==> config.mk <==
export PLATFORM = sky130hd
export DESIGN_NAME = arbitro_1
export DESIGN_NICKNAME = d
export VERILOG_FILES = /design/src/rtl/arbitros_pkg.sv /design/src/rtl/arbitro_pick.sv /design/src/rtl/arbitro_1.sv
export SDC_FILE = /design/constraint.sdc
export NUM_CORES = 1
export LEC_CHECK = 0
export ABC_CLOCK_PERIOD_IN_PS = 1610
export CORE_ASPECT_RATIO = 1.25
export CORE_MARGIN = 10
export CORE_UTILIZATION = 30
export CTS_BUF_LIST = sky130_fd_sc_hd__clkbuf_8
export DETAILED_ROUTE_END_ITERATION = 8
export HOLD_SLACK_MARGIN = 0.1
export PLACE_DENSITY = 0.67
export SLEW_MARGIN = 5
export SYNTH_ARGS = -nofsm -noshare
export SYNTH_HDL_FRONTEND = slang
export SYNTH_SLANG_ARGS = --single-unit
export TNS_END_PERCENT = 100
==> constraint.sdc <==
create_clock -name clk -period 1.61 [get_ports clk]
set_clock_uncertainty 0.1 [all_clocks]
set_input_delay 0.2415 -clock clk [delete_from_list [all_inputs] [get_ports clk]]
set_output_delay 0.2415 -clock clk [all_outputs]
set_load 0.005 [all_outputs]
==> src/rtl/arbitros_pkg.sv <==
// Shared definitions for the class-based arbiters (merger arbitro_1 and the splitter).
// Class tags are CLASS_W bits wide on both sides of the fabric.
package arbitros_pkg;

    localparam int unsigned NUM_VC  = 4;
    localparam int unsigned CLASS_W = 2;

    localparam logic [1:0] ST_IDLE = 2'd0;
    localparam logic [1:0] ST_POP  = 2'd1;
    localparam logic [1:0] ST_PUSH = 2'd2;

    typedef enum logic [1:0] {
        S_IDLE = ST_IDLE,
        S_POP  = ST_POP,
        S_PUSH = ST_PUSH
    } state_t;

endpackage

==> src/rtl/arbitro_pick.sv <==
// Combinational grant picker for arbitro_1.
// ARBITRO_1_ROUND_ROBIN_EN selects round-robin from ptr; otherwise fixed priority (VC0 highest).
module arbitro_pick
    import arbitros_pkg::*;
(
    input  logic [NUM_VC-1:0]  req,
    input  logic [CLASS_W-1:0] ptr,
    output logic [CLASS_W-1:0] gnt_idx,
    output logic               gnt_valid
);

`ifdef ARBITRO_1_ROUND_ROBIN_EN
    logic [CLASS_W-1:0] idx;

    // Index arithmetic is CLASS_W bits wide, so the search wraps 3->0 naturally.
    always_comb begin
        gnt_idx   = '0;
        gnt_valid = 1'b0;
        idx       = '0;
        for (int unsigned k = 0; k < NUM_VC; k++) begin
            idx = ptr + CLASS_W'(k);
            if (!gnt_valid && req[idx]) begin
                gnt_valid = 1'b1;
                gnt_idx   = idx;
            end
        end
    end
`else
    logic unused_ptr;
    assign unused_ptr = ^ptr;

    always_comb begin
        gnt_idx   = '0;
        gnt_valid = 1'b0;
        for (int unsigned k = 0; k < NUM_VC; k++) begin
            if (!gnt_valid && req[k]) begin
                gnt_valid = 1'b1;
                gnt_idx   = CLASS_W'(k);
            end
        end
    end
`endif

endmodule

==> src/rtl/arbitro_1.sv <==
// Merges four per-class FWFT FIFOs into one tagged output FIFO, one word per POP/PUSH pair.
// Build option: define ARBITRO_1_ROUND_ROBIN_EN for round-robin, else fixed priority.
module arbitro_1
    import arbitros_pkg::*;
#(
    parameter int DATA_WIDTH = 8,
    parameter int ADDR_WIDTH = 8
) (
    input  logic                         clk,
    input  logic                         reset,
    input  logic [NUM_VC-1:0]            FIFO_empty,
    input  logic [NUM_VC*DATA_WIDTH-1:0] data_in,
    input  logic                         Almost_full,
    output logic [NUM_VC-1:0]            Pop,
    output logic                         Push,
    output logic [DATA_WIDTH-1:0]        data_out,
    output logic [CLASS_W-1:0]           class_out
);

    if (ADDR_WIDTH < 1) begin : g_addr_width_check
        $error("arbitro_1: ADDR_WIDTH must be at least 1");
    end

    state_t               state_q;
    logic [CLASS_W-1:0]   gnt_q;
    logic [NUM_VC-1:0]    pop_q;
    logic                 push_q;
    logic [DATA_WIDTH-1:0] data_q;
    logic [CLASS_W-1:0]   class_q;
    logic [CLASS_W-1:0]   pick_ptr;
    logic [CLASS_W-1:0]   gnt_idx;
    logic                 gnt_valid;
    logic                 grant_hit;

`ifdef ARBITRO_1_ROUND_ROBIN_EN
    logic [CLASS_W-1:0]   rr_ptr_q;
    assign pick_ptr = rr_ptr_q;
`else
    assign pick_ptr = '0;
`endif

    arbitro_pick u_pick (
        .req       (~FIFO_empty),
        .ptr       (pick_ptr),
        .gnt_idx   (gnt_idx),
        .gnt_valid (gnt_valid)
    );

    // Almost_full only gates new grants; a word already popped is always pushed.
    assign grant_hit = gnt_valid && !Almost_full;

    always_ff @(posedge clk or posedge reset) begin
        if (reset) begin
            state_q  <= S_IDLE;
            gnt_q    <= '0;
            pop_q    <= '0;
            push_q   <= 1'b0;
            data_q   <= '0;
            class_q  <= '0;
`ifdef ARBITRO_1_ROUND_ROBIN_EN
            rr_ptr_q <= '0;
`endif
        end else begin
            case (state_q)
                S_IDLE, S_PUSH: begin
                    push_q <= 1'b0;
                    if (grant_hit) begin
                        pop_q   <= NUM_VC'(1) << gnt_idx;
                        gnt_q   <= gnt_idx;
                        state_q <= S_POP;
`ifdef ARBITRO_1_ROUND_ROBIN_EN
                        rr_ptr_q <= gnt_idx + CLASS_W'(1);
`endif
                    end else begin
                        pop_q   <= '0;
                        state_q <= S_IDLE;
                    end
                end
                S_POP: begin
                    pop_q   <= '0;
                    push_q  <= 1'b1;
                    data_q  <= data_in[gnt_q*DATA_WIDTH +: DATA_WIDTH];
                    class_q <= gnt_q;
                    state_q <= S_PUSH;
                end
                default: begin
                    pop_q   <= '0;
                    push_q  <= 1'b0;
                    state_q <= S_IDLE;
                end
            endcase
        end
    end

    assign Pop       = pop_q;
    assign Push      = push_q;
    assign data_out  = data_q;
    assign class_out = class_q;

endmodule

==> results.md <==
* Status: finished clean
* Peak fanout along the critical path at 2
* DR DRC count at 0
* Setup violators final at 0
* CTS root buf: clkbuf_8
* Die X-Extent at approximately 69 um
* CP Data Required Time at between 1 and 1.5 ns
* Vias in the first global route at approximately 940
* Port bufs at 53
* Synth-to-Final Area Change at 68.4%
* # diodes at 0
* Synth Warn # at 0
* RSZ-0062 raised after global routing: no
* Top cell family by delay on the critical path: buffers and inverters
* Vias per std cell at around 4.8
* Post_cts resized at 0
* Hold WC Path Type: input port to asynchronous set/reset pin
* CTS Hold Buffers Added at 0
* TritonRoute pass-1 iters at 2
* # rows at 22
* Measured slew at the worst slew-check pin at ~0.34 ns
* Clk pin slew, worst setup/hold paths at ~0.06 ns
* Crit start category: register
* Period utilisation layout at 91.1%
* Syn Std Cell Area at 886 sq um
* Clk_lat worst skew at 0.25 ns
* Worst Path Buf+Inv at 1
* Slowest CP cell: clkdlybuf4s50_1
* Fmax at 0.682 GHz
* CTS Buf Count at 3
* Crit end category: output port
* # nets final at roughly 180
* Cells after Synth at between 80 and 90
* Max-cap check violation count at 0
* Crit-path max cell delay at 0.52 ns
* Largest net degree at the start of global routing at 19
* CTS tree: built
* Layout cells sized above 1 at between 8 and 9%
* Clock sink count at 18
* Die area at 5540 sq um
* Final Hold Viols at 0
* CP cell instances: clkdlybuf4s50_1
* Initial antenna violation count at 0
* CP Class: register to output port
* Slew headroom at 77.1%
* Placer Congestion at just over 0.7
* Pins Over Slew Limit at 0
* DP HPWL at 2220 um
* H-tree lvl count at 1
* Sum Neg Setup Slack at 0 ns
* Fillers at roughly 280
* Drt first-iter violations at 4
* Vias at roughly 830
* Post-CTS setup buffers at 0
* Drt wl/cell at approximately 15 um
* Chip height at approximately 80 um
* Antenna viol nets, final at 0
* Grt total ovfl at 0
* GRT Overall Usage at 10.1%
* Final Power at between 1000 and 1500 uW
* Syn nets at between 100 and 150
* Starting Density at a little under a third
* Routed WL at between 2000 and 3000 um
* Ports at 54
* Pwr Density at roughly 950 nW/um^2
* Pleak at between 0.0006 and 0.0007 uW
* Worst VDD drop at between 400 and 500 uV
* First-pass GRT wire length at 4370 um
* Avg Synthesized Cell Area at 10.9 sq um
* Maximum root-to-sink buffer count at 2
* Critical Path AT at ~1.1 ns
* Core ar. at 2890 sq um
* Flops & latches, synth at 18
* Tmin final at ~1.5 ns
* Sequential element share of the synthesized area at between 50% and 60%
* Synth cell types at 20
==> worst paths after layout <==
path                              startpoint            to  slack, ns  depth (start not counted)
worst max-delay path             data_out[5]   data_out[5]       0.14                          1
worst min-delay path                   reset  class_out[1]       0.21                          3
worst max register to register          Push   data_out[2]       0.36                          4
worst min register to register  class_out[1]  class_out[1]       0.38                          2
max in group asynchronous              reset   data_out[0]       1.00                          3
min in group clk                class_out[1]  class_out[1]       0.38                          2
==> placed cells by master, fill, tap and decap left out, drive strengths merged, types with 3 or more instances in the layout <==
cell type and count:
mux2i 16, nand2 17, clkbuf 3, dfrtp 18, o221ai 8, clkdlybuf4s50 53
buf 4, inv 4, a21oi 4
==> power breakdown <==
group | switching (uW) | total [uW] | internal, uW
Clock | 138 | 304 | 166
Combinational | 189 | 514 | 325
Sequential | 50.7 | 594 | 543
==> cell families after synthesis <==
| family | Yosys count | share of synthesized area [%] |
|---|---|---|
| AND/OR/NAND/NOR | 25 | 12.4 |
| AO/OA/AOI/OAI | 14 | 12.3 |
| buffers and inverters | 8 | 6.36 |
| flip-flops | 18 | 50.8 |
| multiplexers | 16 | 18.1 |
==> registers in the layout (all words and copies together), names as in the netlist <==
name and flops:
data_out 8, Pop 4, class_out 2, Push 1
state_q 1, gnt_q 2
==> area by class of cell <==
type	count	area [sq um]	area share, %
multi-input cells	55	379	25.4
repair buffers	57	561	37.6
inverters	4	15.0	1.01
clock buffers	3	41.3	2.77
well taps	36	45.0	3.02
flip-flops and latches	18	450	30.2
==> stage by stage <==
stage	hold slack, ns	utilization (%)	std cells	setup slack [ns]	area [sq um]
3_3_place_gp	0.360	50.2	170	0.318	1450
2_1_floorplan	0.0801	-	81	0.483	886
4_1_cts	0.211	51.6	173	0.133	1490
3_5_place_dp	0.368	50.2	170	0.266	1450
5_1_grt	0.240	51.6	173	0.0912	1490
6_report	0.207	51.6	173	0.144	1490
==> Yosys cell counts <==
master,number,area [sq um]
and3_1,1,6.26
nand2_2,1,6.26
nand3_1,1,5.00
buf_2,2,10.0
a21oi_1,4,20.0
o21a_1,1,7.51
inv_1,3,11.3
o221ai_1,7,61.3
nor2_1,1,3.75
nand2_1,16,60.1
buf_12,1,20.0
o21ai_0,1,5.00
mux2i_1,16,160
o221ai_2,1,15.0
dfrtp_1,18,450
nor3_1,2,10.0
nor2_2,1,6.26
buf_6,1,11.3
nand2b_1,2,12.5
inv_2,1,3.75
==> per-layer routing <==
layer	up-vias	track usage [%]	share of wire, %	routed length (um)
li1	408	-	-	-
met1	394	11.1	36	967
met2	29	16.1	51	1370
met3	2	5.79	12	326
met4	0	3.02	0.37	10
met5	-	0	0	0
Note: power is estimated with default switching activity, not from simulation.
